## src/rtl/m68k_bus_arbiter_if.sv

```systemverilog
// Handshake and status bundle between the 68000 bus arbiter and its surroundings
// (external master pins, the bus-cycle engine, and status readback).
interface m68k_bus_arbiter_if;
  logic       M68K_BR_n;
  logic       M68K_BGACK_n;
  logic       cpu_req;
  logic       cpu_cycle_active;
  logic       sys_reset;
  logic       stat_clr;
  logic       M68K_BG_n;
  logic       cpu_grant;
  logic       bus_release;
  logic       ext_owner;
  logic       grant_timeout;
  logic       spurious_br;
  logic [7:0] ext_tenures;

  modport slave (
    input  M68K_BR_n, M68K_BGACK_n, cpu_req, cpu_cycle_active, sys_reset, stat_clr,
    output M68K_BG_n, cpu_grant, bus_release, ext_owner, grant_timeout, spurious_br,
           ext_tenures
  );

  modport master (
    output M68K_BR_n, M68K_BGACK_n, cpu_req, cpu_cycle_active, sys_reset, stat_clr,
    input  M68K_BG_n, cpu_grant, bus_release, ext_owner, grant_timeout, spurious_br,
           ext_tenures
  );
endinterface

```

## src/rtl/m68k_bus_arbiter.sv

```systemverilog
// BR_n/BG_n/BGACK_n arbiter: hands the 68000 bus to external masters between
// engine cycles and gates when the PiStorm engine may start a new cycle.
module m68k_bus_arbiter #(
  parameter int unsigned RECLAIM_CYCLES = 4,
  parameter int unsigned GRANT_TIMEOUT  = 256,
  parameter int unsigned GUARD_CYCLES   = 2
) (
  input logic          PI_CLK,
  input logic          RESET_n,
  m68k_bus_arbiter_if.slave bus
);

  typedef enum logic [2:0] {IDLE, WAIT_IDLE, GRANT, EXT, RECLAIM} state_e;

  localparam logic [11:0] GuardLim   = 12'(GUARD_CYCLES);
  localparam logic [11:0] TimeoutLim = 12'(GRANT_TIMEOUT);
  localparam logic [11:0] ReclaimLim = 12'(RECLAIM_CYCLES);

  state_e      state_q, state_d;
  logic [1:0]  br_sync_q, bgack_sync_q;
  logic        br, bgack;
  logic [11:0] cnt_q, cnt_d, cnt_inc;
  logic        bg_n_q, cpu_grant_q, bus_release_q, ext_owner_q;
  logic        timeout_q, timeout_d, spurious_q, spurious_d;
  logic [7:0]  tenures_q, tenures_d;
  logic        set_timeout, set_spurious, tenure_done;

  // cpu_req only feeds the engine; a bus request always wins regardless of it.
  logic unused_cpu_req;
  assign unused_cpu_req = bus.cpu_req;

  assign br      = ~br_sync_q[1];
  assign bgack   = ~bgack_sync_q[1];
  assign cnt_inc = cnt_q + 12'd1;

  always_ff @(posedge PI_CLK or negedge RESET_n) begin
    if (!RESET_n) begin
      br_sync_q    <= 2'b11;
      bgack_sync_q <= 2'b11;
    end else begin
      br_sync_q    <= {br_sync_q[0], bus.M68K_BR_n};
      bgack_sync_q <= {bgack_sync_q[0], bus.M68K_BGACK_n};
    end
  end

  // One shared counter: guard in WAIT_IDLE, timeout in GRANT, reclaim in RECLAIM.
  always_comb begin
    state_d      = state_q;
    cnt_d        = '0;
    set_timeout  = 1'b0;
    set_spurious = 1'b0;
    tenure_done  = 1'b0;
    unique case (state_q)
      IDLE: begin
        if (br) state_d = WAIT_IDLE;
      end
      WAIT_IDLE: begin
        if (!br) begin
          state_d = IDLE;
        end else if (!bus.cpu_cycle_active) begin
          if (cnt_inc == GuardLim) state_d = GRANT;
          else                     cnt_d   = cnt_inc;
        end
      end
      GRANT: begin
        if (bgack) begin
          state_d = EXT;
        end else if (!br) begin
          state_d      = RECLAIM;
          set_spurious = 1'b1;
        end else if (cnt_q == TimeoutLim) begin
          cnt_d = cnt_q;
        end else begin
          cnt_d       = cnt_inc;
          set_timeout = (cnt_inc == TimeoutLim);
        end
      end
      EXT: begin
        if (!bgack) begin
          state_d     = RECLAIM;
          tenure_done = 1'b1;
        end
      end
      RECLAIM: begin
        if (cnt_inc == ReclaimLim) state_d = br ? WAIT_IDLE : IDLE;
        else                       cnt_d   = cnt_inc;
      end
      default: state_d = IDLE;
    endcase
    if (bus.sys_reset) begin
      state_d      = IDLE;
      cnt_d        = '0;
      set_timeout  = 1'b0;
      set_spurious = 1'b0;
      tenure_done  = 1'b0;
    end
  end

  assign timeout_d  = (timeout_q & ~bus.stat_clr) | set_timeout;
  assign spurious_d = (spurious_q & ~bus.stat_clr) | set_spurious;
  assign tenures_d  = tenures_q + 8'(tenure_done);

  always_ff @(posedge PI_CLK or negedge RESET_n) begin
    if (!RESET_n) begin
      state_q       <= IDLE;
      cnt_q         <= '0;
      bg_n_q        <= 1'b1;
      cpu_grant_q   <= 1'b0;
      bus_release_q <= 1'b0;
      ext_owner_q   <= 1'b0;
      timeout_q     <= 1'b0;
      spurious_q    <= 1'b0;
      tenures_q     <= '0;
    end else begin
      state_q       <= state_d;
      cnt_q         <= cnt_d;
      bg_n_q        <= (state_d != GRANT);
      cpu_grant_q   <= (state_d == IDLE) && !bus.sys_reset;
      // Drivers stay released through the first reclaim cycle after an external tenure.
      bus_release_q <= (state_d == EXT) || ((state_d == RECLAIM) && (state_q == EXT));
      ext_owner_q   <= (state_d == EXT);
      timeout_q     <= timeout_d;
      spurious_q    <= spurious_d;
      tenures_q     <= tenures_d;
    end
  end

  assign bus.M68K_BG_n     = bg_n_q;
  assign bus.cpu_grant     = cpu_grant_q;
  assign bus.bus_release   = bus_release_q;
  assign bus.ext_owner     = ext_owner_q;
  assign bus.grant_timeout = timeout_q;
  assign bus.spurious_br   = spurious_q;
  assign bus.ext_tenures   = tenures_q;

endmodule

```

## src/flat_wrapper.sv

```systemverilog
// flat-port wrapper written by rule: the top's interface ports become plain ports
module m68k_bus_arbiter_flat 
#(
  parameter int unsigned RECLAIM_CYCLES = 4,
  parameter int unsigned GRANT_TIMEOUT  = 256,
  parameter int unsigned GUARD_CYCLES   = 2
)
  (PI_CLK, RESET_n, bus_M68K_BR_n, bus_M68K_BGACK_n, bus_cpu_req, bus_cpu_cycle_active, bus_sys_reset, bus_stat_clr, bus_M68K_BG_n, bus_cpu_grant, bus_bus_release, bus_ext_owner, bus_grant_timeout, bus_spurious_br, bus_ext_tenures);
  m68k_bus_arbiter_if bus_i ();
  input logic PI_CLK;
  input logic RESET_n;
  input wire logic [$bits(bus_i.M68K_BR_n)-1:0] bus_M68K_BR_n;
  input wire logic [$bits(bus_i.M68K_BGACK_n)-1:0] bus_M68K_BGACK_n;
  input wire logic [$bits(bus_i.cpu_req)-1:0] bus_cpu_req;
  input wire logic [$bits(bus_i.cpu_cycle_active)-1:0] bus_cpu_cycle_active;
  input wire logic [$bits(bus_i.sys_reset)-1:0] bus_sys_reset;
  input wire logic [$bits(bus_i.stat_clr)-1:0] bus_stat_clr;
  output wire logic [$bits(bus_i.M68K_BG_n)-1:0] bus_M68K_BG_n;
  output wire logic [$bits(bus_i.cpu_grant)-1:0] bus_cpu_grant;
  output wire logic [$bits(bus_i.bus_release)-1:0] bus_bus_release;
  output wire logic [$bits(bus_i.ext_owner)-1:0] bus_ext_owner;
  output wire logic [$bits(bus_i.grant_timeout)-1:0] bus_grant_timeout;
  output wire logic [$bits(bus_i.spurious_br)-1:0] bus_spurious_br;
  output wire logic [$bits(bus_i.ext_tenures)-1:0] bus_ext_tenures;
  assign bus_i.M68K_BR_n = bus_M68K_BR_n;
  assign bus_i.M68K_BGACK_n = bus_M68K_BGACK_n;
  assign bus_i.cpu_req = bus_cpu_req;
  assign bus_i.cpu_cycle_active = bus_cpu_cycle_active;
  assign bus_i.sys_reset = bus_sys_reset;
  assign bus_i.stat_clr = bus_stat_clr;
  assign bus_M68K_BG_n = bus_i.M68K_BG_n;
  assign bus_cpu_grant = bus_i.cpu_grant;
  assign bus_bus_release = bus_i.bus_release;
  assign bus_ext_owner = bus_i.ext_owner;
  assign bus_grant_timeout = bus_i.grant_timeout;
  assign bus_spurious_br = bus_i.spurious_br;
  assign bus_ext_tenures = bus_i.ext_tenures;
  m68k_bus_arbiter #(.RECLAIM_CYCLES(RECLAIM_CYCLES), .GRANT_TIMEOUT(GRANT_TIMEOUT), .GUARD_CYCLES(GUARD_CYCLES)) u_core (.PI_CLK(PI_CLK), .RESET_n(RESET_n), .bus(bus_i));
endmodule
```

## config.mk

```make
export PLATFORM = sky130hd
export DESIGN_NAME = m68k_bus_arbiter_flat
export DESIGN_NICKNAME = d
export VERILOG_FILES = /design/src/rtl/m68k_bus_arbiter_if.sv /design/src/rtl/m68k_bus_arbiter.sv /design/src/flat_wrapper.sv
export SDC_FILE = /design/constraint.sdc
export NUM_CORES = 1
export LEC_CHECK = 0
export CORE_MARGIN = 2
export CORE_UTILIZATION = 45
export CTS_CLUSTER_SIZE = 40
export DETAILED_ROUTE_END_ITERATION = 6
export GPL_TIMING_DRIVEN = 0
export PLACE_DENSITY = 0.67
export SYNTH_ARGS = -nofsm -noshare
export SYNTH_HDL_FRONTEND = slang
export SYNTH_SLANG_ARGS = --single-unit
```

## constraint.sdc

```tcl
create_clock -name PI_CLK -period 2.8 [get_ports PI_CLK]
set_input_delay 0.28 -clock PI_CLK [delete_from_list [all_inputs] [get_ports PI_CLK]]
set_output_delay 0.28 -clock PI_CLK [all_outputs]
set_load 0.02 [all_outputs]
```

## Word level (Yosys, flattened, before mapping)

Index checks and enable logic that the tools add are counted.

| cells by class | value |
|---|---|
| bitwise logic cells | 5 |
| reduce and logical (&&, ||, !) cells | 6 |
| equality and inequality tests | 12 |
| mux-type cells | 32 |
| $add $sub $neg | 2 |

Operators with widths:

| kind | number |
|---|---|
| $mux W12 | 8 |
| $pmux W12 S3 | 1 |
| $mux W3 | 9 |
| $eq A12 B9 Y1 const B | 2 |
| $pmux W3 S5 | 1 |
| $mux W1 | 13 |
| $add A12 B1 Y12 const B | 1 |
| $eq A12 B2 Y1 const B | 1 |
| $eq A12 B3 Y1 const B | 1 |
| $eq A3 B2 Y1 const B | 3 |
| $add A8 B1 Y8 | 1 |
| $eq A3 B3 Y1 const B | 2 |
| $logic_not A3 Y1 | 2 |
| $ne A5 B4 Y1 const B | 1 |
| $eq A3 B1 Y1 const B | 1 |
| $ne A3 B2 Y1 const B | 1 |
| $and A1 B1 Y1 | 2 |
| $logic_and A1 B1 Y1 | 2 |
| $or A1 B1 Y1 | 2 |
| $logic_not A1 Y1 | 1 |
| $logic_or A1 B1 Y1 | 1 |
| $not A1 Y1 | 1 |

| word-level totals | value |
|---|---|
| logic and storage cells | 68 |
| output and inout port bits | 14 |
| flip-flop bits (word level) | 33 |

## Longest topological paths before layout

Gate-level depths: netlist (run 1).

| depth | value |
|---|---|
| depth in word-level cells | 10 |
| gate-level depth with buffers | 9 |

## Worst setup path after synthesis (run 1)

No wires, ideal clock.

| timing path | value |
|---|---|
| path kind | register to register |
| from | register u_core.cnt_q[0] |
| to | register u_core.cnt_q[0] |
| buffers on the path | 0 |
| arrival time | 2.106 ns |
| slack | 0.565 ns |
| data required time | 2.671 ns |
| cell stages (with the launch flop) | 9 |
| setup time | 0.129 ns |
| cell sequence | dfrtp_1 > ha_1 > nand3_1 > nor3_2 > mux2_4 > a211o_1 > o21ba_1 > o21ai_4 > o21ai_1 |

| between the ends | value |
|---|---|
| longest elaborated chain between the ends | 7 |

Ends and longest elaborated chain:

| what | line | text |
|---|---|---|
| from (decl) | m68k_bus_arbiter.sv:22 | `logic [11:0] cnt_q, cnt_d, cnt_inc;` |
| from (signal assigned) | m68k_bus_arbiter.sv:116 | `cnt_q <= cnt_d;` |
| $add A12 B1 Y12 | m68k_bus_arbiter.sv:34 | `assign cnt_inc = cnt_q + 12'd1;` |
| $eq A12 B2 Y1 | m68k_bus_arbiter.sv:61 | `if (cnt_inc == GuardLim) state_d = GRANT;` |
| $mux W12 | m68k_bus_arbiter.sv:61 |  |
| $mux W12 | m68k_bus_arbiter.sv:60 | `end else if (!bus.cpu_cycle_active) begin` |
| $mux W12 | m68k_bus_arbiter.sv:58 | `if (!br) begin` |
| $pmux W12 S3 | m68k_bus_arbiter.sv:53 | `unique case (state_q)` |
| $mux W12 | m68k_bus_arbiter.sv:90 | `if (bus.sys_reset) begin` |

Parallel ways exist; a longest one is shown, timed or not. The select of a mux whose other input is x is not followed.
A chain may end at the register's enable or synchronous reset.

## Final worst setup path (run 1)

| timing path | value |
|---|---|
| from | register u_core.cnt_q[0] |
| to | register u_core.cnt_q[6] |

The elaborated chain is that of the path after synthesis.

==> results of run 1 <==
## layer usage
| layer | track usage | vias to the layer above | part of all wire |
|---|---|---|---|
| li1 | - | 671 | - |
| met1 | 0.241 | 647 | 0.48 |
| met2 | 0.279 | 35 | 0.47 |
| met3 | 0.0456 | 5 | 0.041 |
| met4 | 0.0663 | 0 | 0.013 |
| met5 | 0 | - | 0 |
## cells in the final DEF (no fill, tap or decap), drive strengths merged, types with 2 or more instances in the layout
master	count
clkdlybuf4s50	19
nor2	17
a31oi	4
dfrtp	28
nor3	9
buf	3
nand3	9
and4	3
nand2	13
a211oi	2
clkbuf	9
xor2	6
nand2b	2
o21ai	7
and3	7
a21oi	3
dfstp	5
ha	6
xnor2	12
o21a	2
or2	2
and2	2
nand4	3
nor2b	5
inv	8
## per-stage QoR
step / utilization / total power [W]
2_1_floorplan: - / 0.000517
4_1_cts: 0.577 / 0.00100
3_3_place_gp: 0.547 / 0.000542
5_1_grt: 0.577 / 0.00103
3_5_place_dp: 0.546 / 0.000543
6_report: 0.577 / 0.000993
## cell families (layout without fill, tap and decap cells)
| family | count (synthesis) | count (layout) | synth area share |
|---|---|---|---|
| XOR/XNOR | 18 | 18 | 0.0889 |
| AND/OR/NAND/NOR | 76 | 76 | 0.228 |
| AO/OA/AOI/OAI | 29 | 29 | 0.130 |
| multiplexers | 1 | 1 | 0.00846 |
| buffers and inverters | 14 | 42 | 0.0324 |
| adder cells (fa/ha/maj) | 6 | 6 | 0.0423 |
| flip-flops | 33 | 33 | 0.469 |
## area by class of cell
type | count | area, µm² | area share
plain buffers | 6 | 27.5 | 0.0128
clock buffers | 5 | 68.8 | 0.0321
clock inverters | 3 | 46.3 | 0.0216
inverters | 8 | 30.0 | 0.0140
multi-input cells | 130 | 885 | 0.412
flip-flops and latches | 33 | 832 | 0.388
well taps | 48 | 60.1 | 0.0280
repair buffers | 20 | 195 | 0.0910
## path summary, 6_finish.rpt
check                                    startpoint                   endpoint  slack (ps)  depth (start not counted)
min in group PI_CLK             u_core.br_sync_q[0]        u_core.br_sync_q[1]         360                          0
worst max register to register      u_core.cnt_q[0]            u_core.cnt_q[6]         180                          8
worst min-delay path                        RESET_n            u_core.cnt_q[3]          40                          1
max in group asynchronous                   RESET_n  u_core.bus.ext_tenures[2]        2290                          1
worst min register to register  u_core.br_sync_q[0]        u_core.br_sync_q[1]         360                          0
worst max-delay path                u_core.cnt_q[0]            u_core.cnt_q[6]         180                          8
## flip-flops by register name (all words and copies together), names as in the netlist
name / flops
u_core.bus.spurious_br: 1
u_core.bus.M68K_BG_n: 1
u_core.br_sync_q: 2
u_core.state_q: 3
u_core.bgack_sync_q: 2
u_core.bus.grant_timeout: 1
u_core.bus.cpu_grant: 1
u_core.bus.ext_tenures: 8
u_core.bus.ext_owner: 1
u_core.cnt_q: 12
u_core.bus.bus_release: 1
## power by group through the flow
stage	registers [W]	logic (W)	clock network [W]
floorplan	0.000497	0.0000195	0
global placement	0.000497	0.0000452	0
detailed placement	0.000497	0.0000457	0
CTS	0.000488	0.0000461	0.000469
global route	0.000488	0.0000504	0.000494
finish	0.000488	0.0000451	0.000460
==> flow_summary_export.csv, run 1 <==
group,metric,value,unit
worst_setup_path,critPathTopFamily,"compound AO/OA/AOI/OAI gates",
final_layout,n_antenna_cell,0,
sta,max_slew_margin,0.518,
die,start_util,0.477,
logic_synthesis,synth_top_area_cell,"dfrtp_1",
detailed_routing,drt-wirelength-per-cell,14.2,µm
die,io_pins,22,
placed_design,dpl_worst_slack,172,ps
logic_synthesis,ys_seq_elements,33,
detailed_routing,drc,0,
placed_design,routabilityCongestion,0.899,
die,coreArea,3720,µm²
final_layout,drive_gt1_frac,0.151,
power,irDropWorstVdd,0.283,mV
worst_hold_path,hold_path.class,"in -> async",
worst_setup_path,worstPathArrival,2780,ps
logic_synthesis,ys_seq_area_frac,0.469,
global_route,grt_pass1_vias,1303,
power,p_clk_frac,0.463,
die,rows,22,
sta,skew,10.7,ps
logic_synthesis,ys.warnings.count,0,
worst_setup_path,max_stage_delay,530,ps
sta,post-route-period-util,0.934,
die,dieWidth,66.8,µm
status,outcome,"complete, no violations",
cts,cts.path.max_buffers,2,
cts,cts_root_buf,"clkbuf_8",
worst_setup_path,critPathLaunchType,"flip-flop",
logic_synthesis,synth-main-ff-cell,"dfrtp_1",
detailed_routing,avgViaCountPerCell,5.37,
cts,htree_num_levels,2,
logic_synthesis,synth_commonest_cells,"28 x dfrtp_1, 17 x nor2_1, 13 x nand2_1",
global_route,track_usage,0.180,
sta,layout_setup_ws,184,ps
placed_design,dpl.hpwl,2540,µm
power,p_sw,0.000224,W
cts,path_clk_slew,80,ps
global_route,overflow,0,
die,die_area,4460,µm²
final_layout,fill_cells,337,
cts,cts_hold_buf,0,
worst_setup_path,cp_slowest_cell,"dfrtp_1",
final_layout,final_cell_area,2140,µm²
power,pwr-share-seq,0.491,
sta,setup_viol,0,
detailed_routing,drt_iter0_markers,137,
logic_synthesis,synth.most_common_cell,"dfrtp_1",
die,die_y,66.8,µm
logic_synthesis,synthTopCellsByArea,"dfrtp_1 39%, dfstp_2 7.4%, xnor2_1 5.9%",
sta,hold_viol,0,
cts,cts_made_buffers,5,
power,swShare,0.226,
worst_setup_path,crit_path_max_fanout,11,
detailed_routing,vias,1358,
placed_design,place_inst,245,
worst_setup_path,path_buf_inv,0,
logic_synthesis,synthCells,177,
detailed_routing,first_pass_iters,4,
final_layout,final_cells,253,
power,combPwrFrac,0.045,
cts,insertion_delay,290,ps
worst_setup_path,required,2970,ps
worst_setup_path,critical_path.endpoint_type,"flip-flop",
placed_design,post_dp_cell_area,2030,µm²
global_route,antenna_found_initial,0,
worst_setup_path,path_cells,"ha_1 > nand3_1 > nor3_2 > mux2_4 > a211o_1 > o21ba_1 > o21ai_4 > nor2_1",
power,power.leakage,0.937,nW
sta,worstMarginPinSlew,723,ps
worst_setup_path,criticalPathCategory,"reg -> reg",
sta,drv_slew,0,
logic_synthesis,syn_avg_cell_area,10.0,µm²
run,drv_cap,0,
global_route,grt_pass1_wl,5950,µm
sta,setup_tns,0,ps
final_layout,layout.nets,218,
detailed_routing,drt-total-wl,3580,µm
sta,max_freq,0.382,GHz
logic_synthesis,ys_types,46,
power,internal_power,0.000769,W
cts,cts_resized,0,
power,power_density,463,nW/µm²
placed_design,portBuffers,20,
sta,min_period,2620,ps
logic_synthesis,synth_nets,191,
global_route,grt_max_degree,34,
sta,rsz0062_at_grt,"false",
cts,cts_tree,"yes",
cts,cts_num_sinks,33,
logic_synthesis,netlist_area,1770,µm²
logic_synthesis,synth_top_cell_area_share,0.395,
cts,cts_setup_buffers,0,
detailed_routing,ant_nets,0,
logic_synthesis,synth-edff-count,0,
logic_synthesis,postSynth.asyncResetShare,1.00,
sta,hold_ws,37.4,ps
final_layout,area_delta_synth_final,20.9,%
Note: power is estimated with default switching activity, not from simulation.
==> run 2: changes to the inputs <==
Settings changed: CTS_BUF_LIST from default to sky130_fd_sc_hd__clkbuf_16, DONT_BUFFER_PORTS from default to 1, PLACE_DENSITY 0.67 to default.
==> flow_summary_export.csv, run 2 (same netlist as run 1, synthesis figures left out) <==
group,metric,value,unit
status,outcome,"complete, no violations",
run,drv_cap,0,
worst_setup_path,critical_path.endpoint_type,"flip-flop",
final_layout,regMostFlops,"u_core.cnt_q",
worst_setup_path,required,2950,ps
cts,cts.path.max_buffers,2,
final_layout,final_cells,237,
die,start_util,0.477,
worst_setup_path,path_buf_inv,0,
worst_setup_path,critPathTopFamily,"compound AO/OA/AOI/OAI gates",
worst_setup_path,critPathLaunchType,"flip-flop",
cts,cts_made_buffers,5,
sta,post-route-period-util,0.930,
placed_design,dpl.hpwl,2460,µm
die,coreArea,3720,µm²
sta,min_period,2600,ps
final_layout,largest_register_ffs,12,
sta,hold_viol,0,
power,power_density,562,nW/µm²
worst_setup_path,crit_path_max_fanout,11,
final_layout,layout_commonest_cell,"dfrtp_1",
detailed_routing,drt-total-wl,3410,µm
detailed_routing,avgViaCountPerCell,5.65,
worst_setup_path,criticalPathCategory,"reg -> reg",
final_layout,final_cell_mix,"28 x dfrtp_1, 17 x nor2_1, 13 x nand2_1",
cts,cts_root_buf,"clkbuf_16",
detailed_routing,first_pass_iters,4,
final_layout,fill_cells,330,
sta,max_slew_margin,0.658,
sta,drv_slew,0,
detailed_routing,ant_nets,0,
global_route,grt_pass1_wl,5870,µm
die,die_area,4460,µm²
sta,rsz0062_at_grt,"false",
global_route,overflow,0,
worst_setup_path,max_stage_delay,540,ps
sta,worstMarginPinSlew,508,ps
final_layout,drive_gt1_frac,0.164,
die,dieWidth,66.8,µm
power,irDropWorstVdd,0.480,mV
power,power.leakage,0.913,nW
global_route,grt_pass1_vias,1309,
placed_design,place_inst,225,
detailed_routing,drc,0,
cts,cts_setup_buffers,0,
global_route,antenna_found_initial,0,
die,die_y,66.8,µm
global_route,track_usage,0.178,
final_layout,multi_input_area,885,µm²
die,rows,22,
final_layout,n_antenna_cell,0,
detailed_routing,drt-wirelength-per-cell,14.4,µm
cts,cts_num_sinks,33,
placed_design,routabilityCongestion,0.914,
worst_setup_path,path_cells,"ha_1 > nand3_1 > nor3_2 > mux2_4 > a211o_1 > o21ba_1 > o21ai_4 > o21ai_1",
final_layout,area_delta_synth_final,15.9,%
final_layout,seq_area,832,µm²
global_route,grt_max_degree,34,
detailed_routing,vias,1338,
sta,setup_viol,0,
sta,skew,6.65,ps
cts,cts_tree,"yes",
placed_design,portBuffers,0,
worst_setup_path,cp_slowest_cell,"dfrtp_1",
sta,hold_ws,56.3,ps
detailed_routing,drt_iter0_markers,77,
sta,setup_tns,0,ps
worst_setup_path,worstPathArrival,2750,ps
worst_hold_path,hold_path.class,"in -> reg",
final_layout,layout.nets,202,
cts,insertion_delay,280,ps
cts,htree_num_levels,2,
sta,max_freq,0.384,GHz
power,power,0.00115,W
cts,path_clk_slew,60,ps
die,io_pins,22,
## run 2: cell count changes in the layout (fill, tap and decap cells not counted), sizes merged
cell / change
clkdlybuf4s50: -19
dlygate4sd3: +3
## run 2: final cells by class
cell class / instances / area share
multi-input cells: 130 / 0.430
flip-flops and latches: 33 / 0.405
clock buffers: 5 / 0.0609
well taps: 48 / 0.0292
repair buffers: 4 / 0.0243
clock inverters: 3 / 0.0225
inverters: 8 / 0.0146
plain buffers: 6 / 0.0134
## run 2: worst register-to-register path, delay by kind of cell, from the launching register on
family / cells / cell delay (ps)
simple gates: 2 / 330
flops: 1 / 540
fa+ha+maj: 1 / 340
mux: 1 / 340
compound gates: 4 / 930
## run 2: path summary, 6_finish.rpt
kind                                         from                  endpoint  slack (ps)  cells after the start
setup / recovery                  u_core.cnt_q[0]           u_core.cnt_q[0]         200                      8
hold / removal                      bus_sys_reset         u_core.state_q[0]          60                      1
setup reg to reg                  u_core.cnt_q[0]           u_core.cnt_q[0]         200                      8
hold reg to reg            u_core.bgack_sync_q[0]    u_core.bgack_sync_q[1]         360                      0
max in group asynchronous                 RESET_n       u_core.br_sync_q[1]        2090                      2
min in group asynchronous                 RESET_n  u_core.bus.grant_timeout         460                      2
## run 2: power by group
part           leakage (nW)  switching, W  internal, W
Sequential            0.442    0.00000559     0.000485
Clock                0.0800      0.000205     0.000421
Combinational         0.391     0.0000232    0.0000155
## run 2: routing by layer
metal	share of wire	GRT usage	wire length (µm)	vias up
met5	0	0	0	-
li1	-	-	-	641
met1	0.47	0.227	1600	656
met3	0.049	0.0642	168	0
met4	0	0.0536	0	0
met2	0.48	0.281	1650	41
## run 2: metrics by stage
| step | instance area, µm² | setup WS, ps | utilization |
|---|---|---|---|
| after CTS | 2060 | 169 | 0.553 |
| after global placement | 1830 | 246 | 0.494 |
| after floorplan | 1770 | 565 | - |
| after global routing | 2060 | 22.3 | 0.553 |
| after detailed placement | 1830 | 189 | 0.494 |
| final | 2060 | 197 | 0.553 |
## run 2: what timing repair did
item                                   4_1_cts  5_1_grt
resized for setup                            0        0
hold buffers                                 4        0
setup endpoints to repair                    0        0
endpoints found under the hold margin       35        0
==> run 3: changes to the inputs <==
Settings changed: SLEW_MARGIN from default to 20.
==> results of run 3 <==
Same layout as run 2: the final DEF is identical, and so are final timing and power.
